[src/rtl/core_types_pkg.sv]
// Shared core widths, ALU op encodings and the alu_imm_pipeline stage records.
package core_types_pkg;

  // Core-wide widths
  localparam int LOG_PR_COUNT       = 7;
  localparam int LOG_ROB_ENTRIES    = 6;
  localparam int PRF_BANK_COUNT     = 4;
  localparam int LOG_PRF_BANK_COUNT = 2;

  // ALU op encodings {bit30, funct3}, shared with the reg-reg ALU
  localparam logic [3:0] ALU_ADD  = 4'b0000;
  localparam logic [3:0] ALU_SLL  = 4'b0001;
  localparam logic [3:0] ALU_SLT  = 4'b0010;
  localparam logic [3:0] ALU_SLTU = 4'b0011;
  localparam logic [3:0] ALU_XOR  = 4'b0100;
  localparam logic [3:0] ALU_SRL  = 4'b0101;
  localparam logic [3:0] ALU_OR   = 4'b0110;
  localparam logic [3:0] ALU_AND  = 4'b0111;
  localparam logic [3:0] ALU_SRA  = 4'b1101;

  typedef logic [LOG_PR_COUNT-1:0]       pr_t;
  typedef logic [LOG_ROB_ENTRIES-1:0]    rob_t;
  typedef logic [LOG_PRF_BANK_COUNT-1:0] bank_t;

  // Operand-collect stage: the issued op plus the captured copy of A
  typedef struct packed {
    logic        valid;
    logic        first;         // first cycle in OC: forward data is on the bus now
    logic        a_saved;       // a_saved_data holds operand A
    logic [3:0]  op;
    logic [11:0] imm12;
    logic        a_forward;
    logic        a_is_zero;
    bank_t       a_bank;
    pr_t         dest_pr;
    rob_t        rob_index;
    logic [31:0] a_saved_data;
  } oc_stage_t;

  // Execute stage: op with a resolved operand A
  typedef struct packed {
    logic        valid;
    logic [3:0]  op;
    logic [11:0] imm12;
    logic [31:0] a;
    pr_t         dest_pr;
    rob_t        rob_index;
  } ex_stage_t;

  // Writeback stage: the result presented to the writeback arbiter
  typedef struct packed {
    logic        valid;
    logic [31:0] data;
    pr_t         dest_pr;
    rob_t        rob_index;
  } wb_stage_t;

  // Sign-extend a 12-bit immediate to 32 bits
  function automatic logic [31:0] sext12(input logic [11:0] v);
    return {{20{v[11]}}, v};
  endfunction

  // Bit30 only selects SRA over SRL; for every other funct3 it is dropped
  function automatic logic [3:0] alu_imm_norm_op(input logic [3:0] op);
    if (op[2:0] == ALU_SRL[2:0]) begin
      return op;
    end
    return {1'b0, op[2:0]};
  endfunction

endpackage

[src/rtl/alu_imm_core.sv]
// Combinational RV32I OP-IMM datapath: result = op(A, sext(imm12)).
module alu_imm_core
  import core_types_pkg::*;
(
  input  logic [3:0]  op,
  input  logic [31:0] a,
  input  logic [11:0] imm12,
  output logic [31:0] result
);

  logic [31:0] imm;
  logic [4:0]  shamt;
  logic [3:0]  op_n;

  assign imm   = sext12(imm12);
  assign shamt = imm12[4:0];
  assign op_n  = alu_imm_norm_op(op);

  // Result select over the normalised op code
  always_comb begin
    result = '0;
    case (op_n)
      ALU_ADD:  result = a + imm;
      ALU_SLL:  result = a << shamt;
      ALU_SLT:  result = {31'b0, ($signed(a) < $signed(imm))};
      ALU_SLTU: result = {31'b0, (a < imm)};
      ALU_XOR:  result = a ^ imm;
      ALU_SRL:  result = a >> shamt;
      ALU_SRA:  result = $signed(a) >>> shamt;
      ALU_OR:   result = a | imm;
      ALU_AND:  result = a & imm;
      default:  result = '0;
    endcase
  end

endmodule

[src/rtl/alu_imm_pipeline.sv]
// ALU reg-imm execution pipeline: OC (operand collect) -> EX -> WB.
//
// Handshakes: a transfer happens on a rising CLK edge where valid & ready are
// both high. Ready is computed from the downstream drain in the same cycle, so
// a stage can refill in the cycle it empties. The producer holds its payload
// stable while valid & ~ready; ready never depends on the producer's valid.
module alu_imm_pipeline
  import core_types_pkg::*;
(
  input  logic                                CLK,
  input  logic                                nRST,
  input  logic                                issue_valid,
  input  logic [3:0]                          issue_op,
  input  logic [11:0]                         issue_imm12,
  input  logic                                issue_A_forward,
  input  logic                                issue_A_is_zero,
  input  logic [LOG_PRF_BANK_COUNT-1:0]       issue_A_bank,
  input  logic [LOG_PR_COUNT-1:0]             issue_dest_PR,
  input  logic [LOG_ROB_ENTRIES-1:0]          issue_ROB_index,
  output logic                                issue_ready,
  input  logic                                A_reg_read_ack,
  input  logic [31:0]                         A_reg_read_data,
  input  logic [PRF_BANK_COUNT-1:0][31:0]     WB_bus_data_by_bank,
  output logic                                WB_valid,
  output logic [31:0]                         WB_data,
  output logic [LOG_PR_COUNT-1:0]             WB_PR,
  output logic [LOG_ROB_ENTRIES-1:0]          WB_ROB_index,
  input  logic                                WB_ready
);

  oc_stage_t   oc_q, oc_d;
  ex_stage_t   ex_q, ex_d;
  wb_stage_t   wb_q, wb_d;

  logic [31:0] oc_operand;
  logic        oc_operand_available;
  logic        wb_ready_int;
  logic        ex_ready;
  logic        oc_advance;
  logic        issue_accept;
  logic        ex_advance;
  logic [31:0] ex_result;

  // Operand A source, highest priority first; forward data is only on the bus
  // during the first OC cycle, the PRF response is live whenever it is acked
  always_comb begin
    oc_operand           = '0;
    oc_operand_available = 1'b0;
    if (oc_q.a_is_zero) begin
      oc_operand           = '0;
      oc_operand_available = 1'b1;
    end else if (oc_q.a_forward && oc_q.first) begin
      oc_operand           = WB_bus_data_by_bank[oc_q.a_bank];
      oc_operand_available = 1'b1;
    end else if (A_reg_read_ack) begin
      oc_operand           = A_reg_read_data;
      oc_operand_available = 1'b1;
    end else if (oc_q.a_saved) begin
      oc_operand           = oc_q.a_saved_data;
      oc_operand_available = 1'b1;
    end
  end

  // Ready chain from the writeback arbiter back to the issue queue
  assign wb_ready_int = ~wb_q.valid | WB_ready;
  assign ex_ready     = ~ex_q.valid | wb_ready_int;
  assign oc_advance   = oc_q.valid & oc_operand_available & ex_ready;
  assign ex_advance   = ex_q.valid & wb_ready_int;
  assign issue_ready  = ~oc_q.valid | (oc_operand_available & ex_ready);
  assign issue_accept = issue_valid & issue_ready;

  // OC next state: load on accept, empty on advance, otherwise hold and keep
  // any available operand so a one-shot source (forward, ack) is not lost
  always_comb begin
    oc_d = oc_q;
    if (issue_accept) begin
      oc_d.valid     = 1'b1;
      oc_d.first     = 1'b1;
      oc_d.a_saved   = 1'b0;
      oc_d.op        = issue_op;
      oc_d.imm12     = issue_imm12;
      oc_d.a_forward = issue_A_forward;
      oc_d.a_is_zero = issue_A_is_zero;
      oc_d.a_bank    = issue_A_bank;
      oc_d.dest_pr   = issue_dest_PR;
      oc_d.rob_index = issue_ROB_index;
    end else if (oc_advance) begin
      oc_d.valid = 1'b0;
      oc_d.first = 1'b0;
    end else if (oc_q.valid) begin
      oc_d.first = 1'b0;
      if (oc_operand_available) begin
        oc_d.a_saved      = 1'b1;
        oc_d.a_saved_data = oc_operand;
      end
    end
  end

  // EX next state: take the op with its resolved operand from OC
  always_comb begin
    ex_d = ex_q;
    if (oc_advance) begin
      ex_d.valid     = 1'b1;
      ex_d.op        = oc_q.op;
      ex_d.imm12     = oc_q.imm12;
      ex_d.a         = oc_operand;
      ex_d.dest_pr   = oc_q.dest_pr;
      ex_d.rob_index = oc_q.rob_index;
    end else if (wb_ready_int) begin
      ex_d.valid = 1'b0;
    end
  end

  alu_imm_core u_alu_imm_core (
    .op     (ex_q.op),
    .a      (ex_q.a),
    .imm12  (ex_q.imm12),
    .result (ex_result)
  );

  // WB next state: register the EX result, hold it while the arbiter stalls
  always_comb begin
    wb_d = wb_q;
    if (ex_advance) begin
      wb_d.valid     = 1'b1;
      wb_d.data      = ex_result;
      wb_d.dest_pr   = ex_q.dest_pr;
      wb_d.rob_index = ex_q.rob_index;
    end else if (WB_ready) begin
      wb_d.valid = 1'b0;
    end
  end

  // Stage registers; reset discards every in-flight op immediately
  always_ff @(posedge CLK or negedge nRST) begin
    if (!nRST) begin
      oc_q <= '0;
      ex_q <= '0;
      wb_q <= '0;
    end else begin
      oc_q <= oc_d;
      ex_q <= ex_d;
      wb_q <= wb_d;
    end
  end

  assign WB_valid     = wb_q.valid;
  assign WB_data      = wb_q.data;
  assign WB_PR        = wb_q.dest_pr;
  assign WB_ROB_index = wb_q.rob_index;

endmodule

[config.mk]
export PLATFORM = sky130hd
export DESIGN_NAME = alu_imm_pipeline
export DESIGN_NICKNAME = d
export VERILOG_FILES = /design/src/rtl/core_types_pkg.sv /design/src/rtl/alu_imm_core.sv /design/src/rtl/alu_imm_pipeline.sv
export SDC_FILE = /design/constraint.sdc
export NUM_CORES = 1
export LEC_CHECK = 0
export ABC_AREA = 1
export CELL_PAD_IN_SITES_DETAIL_PLACEMENT = 1
export CELL_PAD_IN_SITES_GLOBAL_PLACEMENT = 1
export CORE_MARGIN = 2
export CORE_UTILIZATION = 32
export DETAILED_ROUTE_END_ITERATION = 10
export HOLD_SLACK_MARGIN = 0.15
export PLACE_DENSITY_LB_ADDON = 0.1
export SYNTH_ARGS = -nofsm -noshare
export SYNTH_HDL_FRONTEND = slang
export SYNTH_SLANG_ARGS = --single-unit
export TNS_END_PERCENT = 1
[constraint.sdc]
create_clock -name CLK -period 3.1 [get_ports CLK]
set_input_delay 0.62 -clock CLK [delete_from_list [all_inputs] [get_ports CLK]]
set_output_delay 0.62 -clock CLK [all_outputs]
set_load 0.005 [all_outputs]
==> results of run 1 <==
## cells by family after synthesis
logic type | count (synthesis) | synth area share (%)
simple gates | 1405 | 37.1
compound gates | 458 | 16.6
buf+inv | 369 | 9.79
flops | 176 | 27.7
fa+ha+maj | 98 | 7.75
mux | 15 | 1.05
xor+xnor | 2 | 0.110
## timing repair
| action | in CTS | in global routing |
|---|---|---|
| endpoints found under the setup margin | 0 | 0 |
| hold endpoints to repair | 22 | 0 |
| hold buffers | 1 | 0 |
| buffers inserted | 0 | 0 |
## state kept, by name (all words and copies together), names as in the netlist
register      flops
WB_PR             7
WB_ROB_index      6
WB_data          32
WB_valid          1
ex_q             62
oc_q             68
## final cells by class
class	instances	area, um^2
Clock inverter	13	196
Sequential cell	176	4410
Timing Repair Buffer	335	3230
Inverter	222	836
Fill cell	6456	29100
Multi-Input combinational cell	1978	9970
Tap cell	664	831
Clock buffer	19	433
## where the power goes
part           internal (mW)  switching (mW)
Sequential              3.28           0.897
Clock                   1.37            1.10
Combinational           4.71            9.77
Total                   9.35            11.8
## path summary, 6_finish.rpt
| check | start | end | slack (ns) | cells past startpoint |
|---|---|---|---|---|
| max | WB_ready | issue_ready | 0.29 | 6 |
| min | oc_q[17] | oc_q[17] | 0.49 | 2 |
| max reg2reg | ex_q[56] | WB_data[30] | 0.41 | 12 |
| min reg2reg | oc_q[17] | oc_q[17] | 0.49 | 2 |
| max in group asynchronous | nRST | ex_q[47] | 1.63 | 3 |
| min in group asynchronous | nRST | WB_data[25] | 0.69 | 2 |
## cell usage after synthesis (3+ instances only)
cell type	count	area, um^2
a211oi_1	7	52.6
a21oi_1	139	696
a221oi_1	3	26.3
a31oi_1	37	231
a32oi_1	32	280
and2_1	12	75.1
buf_1	12	45.0
buf_2	51	255
buf_4	15	113
buf_6	6	67.6
clkbuf_1	58	218
clkbuf_2	5	25.0
dfrtp_1	176	4400
ha_1	97	1210
inv_1	208	781
inv_2	13	48.8
mux2_2	14	158
nand2_1	772	2900
nand2_2	3	18.8
nand3_1	348	1740
nand3_2	4	40.0
nand4_1	18	113
nor2_1	218	818
nor2_2	5	31.3
nor3_1	9	45.0
nor4_1	4	25.0
o2111ai_1	5	43.8
o211ai_1	18	135
o21a_1	3	22.5
o21ai_0	175	876
o21ai_1	8	40.0
o21bai_1	5	37.5
o221ai_1	9	78.8
o22ai_1	12	75.1
or2_2	4	25.0
## critical path, stage by stage
cell and delay [ns]:
clkdlybuf4s50_1 0.43, inv_1 0.09, nand3_1 0.16, a21oi_1 0.25, inv_1 0.14, clkdlybuf4s50_1 0.49
## layer usage
metal	wire length, um	vias up	GRT usage [%]
met5	13	-	0
li1	-	8780	-
met2	34800	577	47.6
met4	2960	2	12.1
met3	4040	106	4.63
met1	34000	9062	39.4
==> impl_metrics.yaml, run 1 <==
run_status:
  status: "completed"
placed_design:
  gp_congestion: 0.974
  io_buffers: 244
  postPlaceCellArea_um2: 19300
  post-place-ws_ns: 0.174
  hpwl_um: 60500
  dp.cells: 3374
clocking:
  cts_tree: "built"
  postCtsResizedCells: 0
  clockBufferDepth: 2
  cts.htree.levels: 4
  numCtsBuffers: 17
  clock-sinks: 176
  clk_pin_slew_ns: 0.07
  clkLatencyLatePin_ns: 0.50
  root_buffer: "clkbuf_16"
synth:
  ys_ff_latch: 176
  avgSynthCellArea_um2: 6.31
  syn_inst: 2523
  synth.distinct_cells: 49
  async_reset_ff_share_pct: 100
  synth.yosys.seq_area_share_pct: 27.7
  syn_area_um2: 15900
  ys.flop_type: "dfrtp_1"
  ys.warnings.count: 0
  synth_edf_count: 0
  syn_nets: 2819
grt:
  grt_usage_pct: 29.5
  antenna_found_initial: 1
  grt_max_degree: 75
  grt_pass1_vias: 18860
  grt_overflow_total: 0
  grt_first_pass_wirelength_um: 114000
sta:
  drv_slew: 0
  fmax_ghz: 0.356
  finalSetupViolCount: 0
  final_hold_viol_count: 0
  fin_crit_sh_pct: 90.7
  worst_slack_ns: 0.287
  worst_slew_pin_slew_ns: 0.752
  skew_ns: 0.0186
  rsz0062_at_grt: "no"
  setup_tns_ns: 0
  fin_crit_ns: 2.81
  maxSlewHeadroom_pct: 49.8
  hold_ws_ns: 0.493
routing:
  vias: 18527
  wl_per_cell_um: 22.3
  ant_nets: 0
  vias_per_cell: 5.44
  dr.pass1.iters: 6
  wl_um: 75900
  drc: 0
  drt_iter0_drc: 1493
finish:
  drive_above_1_share_pct: 6.49
  final_cell_mix: "nand2_1 (771), nand3_1 (347), clkdlybuf4s50_1 (243)"
  num_antenna_cells: 0
  syn2layout_area_growth_pct: 25.1
  finalNetCount: 3026
  final_util_pct: 40.6
  layoutNonFillerInstCount: 3407
  finalInstanceArea_um2: 19900
  final_common_cell: "nand2_1"
pwr:
  ir_drop_v: 0.000577
  power_density_nw_per_um2: 1060
  p_total_mw: 21.1
  p_leak_nw: 9.46
floorplan:
  core_um2: 49100
  die_h_um: 227
  rows: 81
  dieArea_um2: 51600
  start_util_pct: 32.5
  die_w_um: 227
  num_io_pins: 245
worst_hold_path:
  worstHoldPathType: "register to register"
worst_setup_path:
  start_kind: "input port"
  required_ns: 2.48
  arrival_ns: 2.19
  crit_type: "input port to output pin"
  crit_path_max_fanout: 3
  cp-end-kind: "output pin"
job:
  cap_violations: 0
Note: power is estimated with default switching activity, not from simulation.
==> run 2: changes to the inputs <==
Settings changed: ABC_AREA 1 to unset, CORE_UTILIZATION 32 to 38, SLEW_MARGIN set to 10.
==> impl_metrics.yaml, run 2 <==
routing:
  dr.pass1.iters: 8
  vias_per_cell: 6.03
  wl_um: 62900
  drc: 0
  vias: 14880
  ant_nets: 0
  drt_iter0_drc: 1225
  wl_per_cell_um: 25.5
placed_design:
  dp.cells: 2433
  io_buffers: 244
  gp_congestion: 0.980
  hpwl_um: 48800
synth:
  synth.largest_area_cell: "dfrtp_1"
  synth.yosys.seq_area_share_pct: 28.9
  syn_nets: 1965
  synth_xor_area_share_pct: 0.862
  yosysMostFrequentCell: "nor2_1"
  synth_compound_area_share_pct: 19.4
  synth.distinct_cells: 73
  synth_top_family_by_area: "multiplexers"
  synth_edf_count: 0
  synthAdderAreaFrac_pct: 8.10
  avgSynthCellArea_um2: 9.13
  ys_ff_latch: 176
  synth_commonest_cells: "nor2_1 (186), dfrtp_1 (176), nand2_1 (146)"
  synth_area_leaders: "dfrtp_1 (29%), mux2_2 (10%), mux4_2 (10%)"
  ys.warnings.count: 0
  syn_area_um2: 15200
  synth_top_area_share_pct: 28.9
  ys.flop_type: "dfrtp_1"
  syn_inst: 1669
  muxShareOfSynthArea_pct: 24.2
  synth_simple_gate_area_share_pct: 13.0
  async_reset_ff_share_pct: 100
worst_setup_path:
  required_ns: 3.47
  critPathMostFrequentCell: "o32a_1"
  cp-end-kind: "register"
  r2r-end: "WB_data[27]"
  rr_worst_depth: 10
  crit_path_max_fanout: 9
  max_stage_delay_ns: 0.54
  crit_chain: "clkinvlp_4 > ha_2 > nand4_1 > or4_1 > o32a_1 > a21oi_2 > nor2_2 > o21ai_4 > mux2i_1 > o32a_1"
  r2r-start: "ex_q[56]"
  arrival_ns: 3.39
  slowest_stage: "or4_1"
  crit_type: "register to register"
  start_kind: "register"
  rrSetupSlack_ns: 0.08
grt:
  grt_overflow_total: 0
  grt_usage_pct: 30.3
  grt_max_degree: 67
  grt_first_pass_wirelength_um: 94800
  grt_pass1_vias: 15269
  antenna_found_initial: 1
clocking:
  root_buffer: "clkbuf_16"
  clkLatencyLatePin_ns: 0.49
  clockBufferDepth: 2
  clk_pin_slew_ns: 0.08
  cts_setup_buffers: 0
  cts_tree: "built"
  clock-sinks: 176
  numCtsBuffers: 17
  cts.htree.levels: 4
sta:
  skew_ns: 0.0241
  final_hold_viol_count: 0
  fin_crit_ns: 3.02
  finalSetupViolCount: 0
  worst_slew_pin_slew_ns: 1.03
  fmax_ghz: 0.331
  setup_tns_ns: 0
  maxSlewHeadroom_pct: 31.6
  hold_ws_ns: 0.464
  rsz0062_at_grt: "yes"
  fin_crit_sh_pct: 97.3
  drv_slew: 0
finish:
  final_cell_mix: "clkdlybuf4s50_1 (243), nor2_1 (185), dfrtp_1 (171)"
  finalNetCount: 2224
  final_util_pct: 49.2
  top_register: "oc_q"
  layoutNonFillerInstCount: 2466
  num_antenna_cells: 0
  largest_register_ffs: 68
  final_common_cell: "clkdlybuf4s50_1"
  syn2layout_area_growth_pct: 28.0
  drive_above_1_share_pct: 20.6
worst_hold_path:
  min_from: "ex_q[5]"
  hold_depth: 2
  worstHoldPathType: "register to register"
  holdPathEnd: "WB_ROB_index[5]"
floorplan:
  num_io_pins: 245
  die_w_um: 204
  dieArea_um2: 41700
  core_um2: 39600
  start_util_pct: 38.4
  die_h_um: 204
  rows: 73
pwr:
  p_leak_nw: 8.21
  ir_drop_v: 0.000378
  power_density_nw_per_um2: 1190
  p_total_mw: 23.2
run_status:
  status: "completed"
job:
  cap_violations: 0
run 2: changes by cell type after synthesis, moves of 37 or more:
cell,before,now
inv_1,208,70
mux2_2,14,139
nand2_1,772,146
mux4_2,0,68
nor3_1,9,53
o21ai_0,175,83
nand3_1,348,15
clkbuf_1,58,95
mux2i_1,1,55
run 2: cell families after synthesis:
family,count (synthesis)
AOI/OAI and AO/OA,446
buffers and inverters,209
DFF,176
adders and majority gates,98
xor gates and xnor gates,15
and+or+nand+nor,459
muxes,266
run 2: repair_timing:
item / 4_1_cts / 5_1_grt
resized for setup: 0 / 9
hold buffers: 1 / 0
endpoints found under the setup margin: 0 / 7
endpoints found under the hold margin: 4 / 0
run 2: worst max-delay path by stage:
stage / startpoint / to / slack, ns / cells past startpoint
3_3_place_gp: ex_q[56] / WB_data[25] / 0.11 / 11
6_report: ex_q[56] / WB_data[27] / 0.08 / 10
2_1_floorplan: ex_q[56] / WB_data[27] / -0.39 / 11
5_1_grt: ex_q[56] / WB_data[27] / -0.04 / 10
4_1_cts: ex_q[56] / WB_data[30] / 0.04 / 10
3_5_place_dp: ex_q[56] / WB_data[30] / 0.06 / 10
run 2: routing by layer:
| layer | global-route usage (%) | up-vias | wire, um |
|---|---|---|---|
| met5 | 0 | - | 13 |
| met4 | 10.3 | 2 | 1870 |
| met3 | 5.26 | 88 | 3570 |
| met2 | 47.4 | 523 | 28700 |
| met1 | 42.3 | 7555 | 28800 |
| li1 | - | 6712 | - |
run 2: final cells by class:
class	instances	area, um^2
Inverter	73	278
Clock inverter	13	126
Fill cell	4598	20100
Tap cell	525	657
Clock buffer	19	453
Timing Repair Buffer	376	3540
Multi-Input combinational cell	1284	10000
Sequential cell	176	4410
run 2: worst max-delay path, delay by kind of cell, from the launching register on:
family	cells	cell delay [ns]
compound gates	4	0.98
flops	1	0.39
simple gates	3	0.79
buf+inv	1	0.20
fa+ha+maj	1	0.45
mux	1	0.09
run 2: through the flow:
step / worst slack, ns / instance area, um^2
after CTS: 0.0366 / 19500
after detailed placement: 0.0585 / 18900
final: 0.0825 / 19500
after global routing: -0.0381 / 19500
after floorplan: -0.393 / 15200
after global placement: 0.109 / 18900
run 2: power breakdown:
part           internal (mW)  total, mW  switching, mW
sequential              3.32       4.24          0.919
combinational           6.89       16.7           9.85
clock                   1.10       2.22           1.12
total                   11.3       23.2           11.9
==> run 3: changes to the inputs <==
Settings changed: CTS_CLUSTER_DIAMETER set to 80, TNS_END_PERCENT 1 to 100.
==> impl_metrics.yaml, run 3 (synthesis gave the netlist of run 2 again) <==
sta:
  fin_crit_sh_pct: 97.2
  drv_slew: 0
  finalSetupViolCount: 0
  fmax_ghz: 0.332
  maxSlewHeadroom_pct: 30.4
  fin_crit_ns: 3.01
  final_hold_viol_count: 0
  hold_ws_ns: 0.460
  worst_slack_ns: 0.0858
  worst_slew_pin_slew_ns: 1.04
  skew_ns: 0.0164
routing:
  drc: 0
  wl_per_cell_um: 25.6
  dr.pass1.iters: 6
  wl_um: 63400
  vias: 14897
  drt_iter0_drc: 1285
  vias_per_cell: 6.02
  ant_nets: 0
pwr:
  p_comb_share_pct: 71.9
  p_total_mw: 23.5
  p_leak_nw: 8.29
  p_clk_share_pct: 9.9
  p_int_mw: 11.6
  power_density_nw_per_um2: 1200
  p_seq_share_pct: 18.2
  sw_frac_of_total_pct: 50.8
  power_switching_mw: 12.0
  ir_drop_v: 0.000464
clocking:
  root_buffer: "clkbuf_16"
  clk_pin_slew_ns: 0.08
  cts.htree.levels: 4
  clockBufferDepth: 2
  clock-sinks: 176
  numCtsBuffers: 17
  clkLatencyLatePin_ns: 0.48
  cts_tree: "built"
finish:
  finalInstanceArea_um2: 19700
  drive_above_1_share_pct: 20.8
  finalNetCount: 2234
  final_cell_mix: "clkdlybuf4s50_1 (243), nor2_1 (185), dfrtp_1 (172)"
  top_register: "oc_q"
  final_common_cell: "clkdlybuf4s50_1"
  largest_register_ffs: 68
  syn2layout_area_growth_pct: 29.0
  fill_cells: 4563
  final_util_pct: 49.6
  num_antenna_cells: 0
job:
  cap_violations: 0
placed_design:
  post-place-ws_ns: -0.0267
  hpwl_um: 49100
  io_buffers: 244
  gp_congestion: 0.961
  postPlaceCellArea_um2: 18900
worst_hold_path:
  worstHoldPathType: "register to register"
  min_from: "ex_q[11]"
run_status:
  status: "completed"
floorplan:
  die_h_um: 204
  rows: 73
  die_w_um: 204
  core_um2: 39600
  dieArea_um2: 41700
  start_util_pct: 38.4
  num_io_pins: 245
worst_setup_path:
  required_ns: 3.47
  crit_path_max_fanout: 5
  slowest_stage: "or4_1"
  crit_type: "register to register"
  cp-end-kind: "register"
  path_delay_family: "compound AO/OA/AOI/OAI gates"
  crit_chain: "clkinvlp_4 > buf_4 > ha_1 > nand4_1 > or4_1 > o32a_1 > a21oi_2 > nor2_2 > o21ai_4 > mux2i_1 > o32a_1"
  r2r-start: "ex_q[56]"
  start_kind: "register"
  cp.buffers_inverters: 2
  startpoint: "ex_q[56]"
  rrSetupSlack_ns: 0.09
  critPathMostFrequentCell: "o32a_1"
  max_stage_delay_ns: 0.42
  arrival_ns: 3.38
grt:
  grt_pass1_vias: 15576
  antenna_found_initial: 2
  grt_overflow_total: 0
  grt_usage_pct: 30.5
  grt_first_pass_wirelength_um: 95500
  grt_max_degree: 56
## run 3: layout make-up
class / instances / area, um^2 / share of cell area, %
Clock buffer: 19 / 443 / 2.25
Clock inverter: 13 / 176 / 0.898
Inverter: 73 / 278 / 1.41
Multi-Input combinational cell: 1284 / 10000 / 51.1
Sequential cell: 176 / 4410 / 22.4
Tap cell: 525 / 657 / 3.34
Timing Repair Buffer: 385 / 3640 / 18.5
Timing Repair inverter: 1 / 7.51 / 0.0382
## run 3: repair_timing
action                     in CTS  in global routing
cloned                          0                  2
hold endpoints to repair       39                  0
setup buffers                   0                  4
hold buffers                    1                  0
setup endpoints to repair       2                  9
resized for setup               2                  7
pin swaps                       0                  2
## run 3: worst paths after layout
path | depth (start not counted) | end
worst max-delay path | 11 | WB_data[27]
worst min-delay path | 2 | WB_PR[5]
worst max register to register | 11 | WB_data[27]
worst min register to register | 2 | WB_PR[5]
max in group asynchronous | 4 | oc_q[32]
min in group asynchronous | 2 | WB_data[26]
## run 3: metal layers
metal	global-route usage, %	wire length (um)	up-vias
li1	-	-	6730
met1	41.9	28500	7518
met2	48.7	29000	567
met3	6.14	4280	82
met4	8.80	1610	0
met5	0	0	-
## run 3: power groups by stage
stage / sequential, mW / clock, mW / combinational (mW)
5_1_grt: 4.43 / 2.48 / 18.1
3_3_place_gp: 4.26 / 0 / 16.1
2_1_floorplan: 4.09 / 0 / 10.1
4_1_cts: 4.28 / 2.39 / 16.4
6_report: 4.28 / 2.34 / 16.9
3_5_place_dp: 4.32 / 0 / 16.3
## run 3: stage by stage
stage          instances  TNS [ns]
4_1_cts             2470         0
2_1_floorplan       1669     -2.93
3_5_place_dp        2437   -0.0267
3_3_place_gp        2437         0
5_1_grt             2476   -0.0248
6_report            2476         0
## run 3: worst register-to-register path: stages (launching register included)
cell	delay [ns]
dfrtp_2	0.41
clkinvlp_4	0.21
buf_4	0.19
ha_1	0.35
nand4_1	0.16
or4_1	0.42
o32a_1	0.26
a21oi_2	0.23
nor2_2	0.11
o21ai_4	0.20
mux2i_1	0.10
o32a_1	0.28
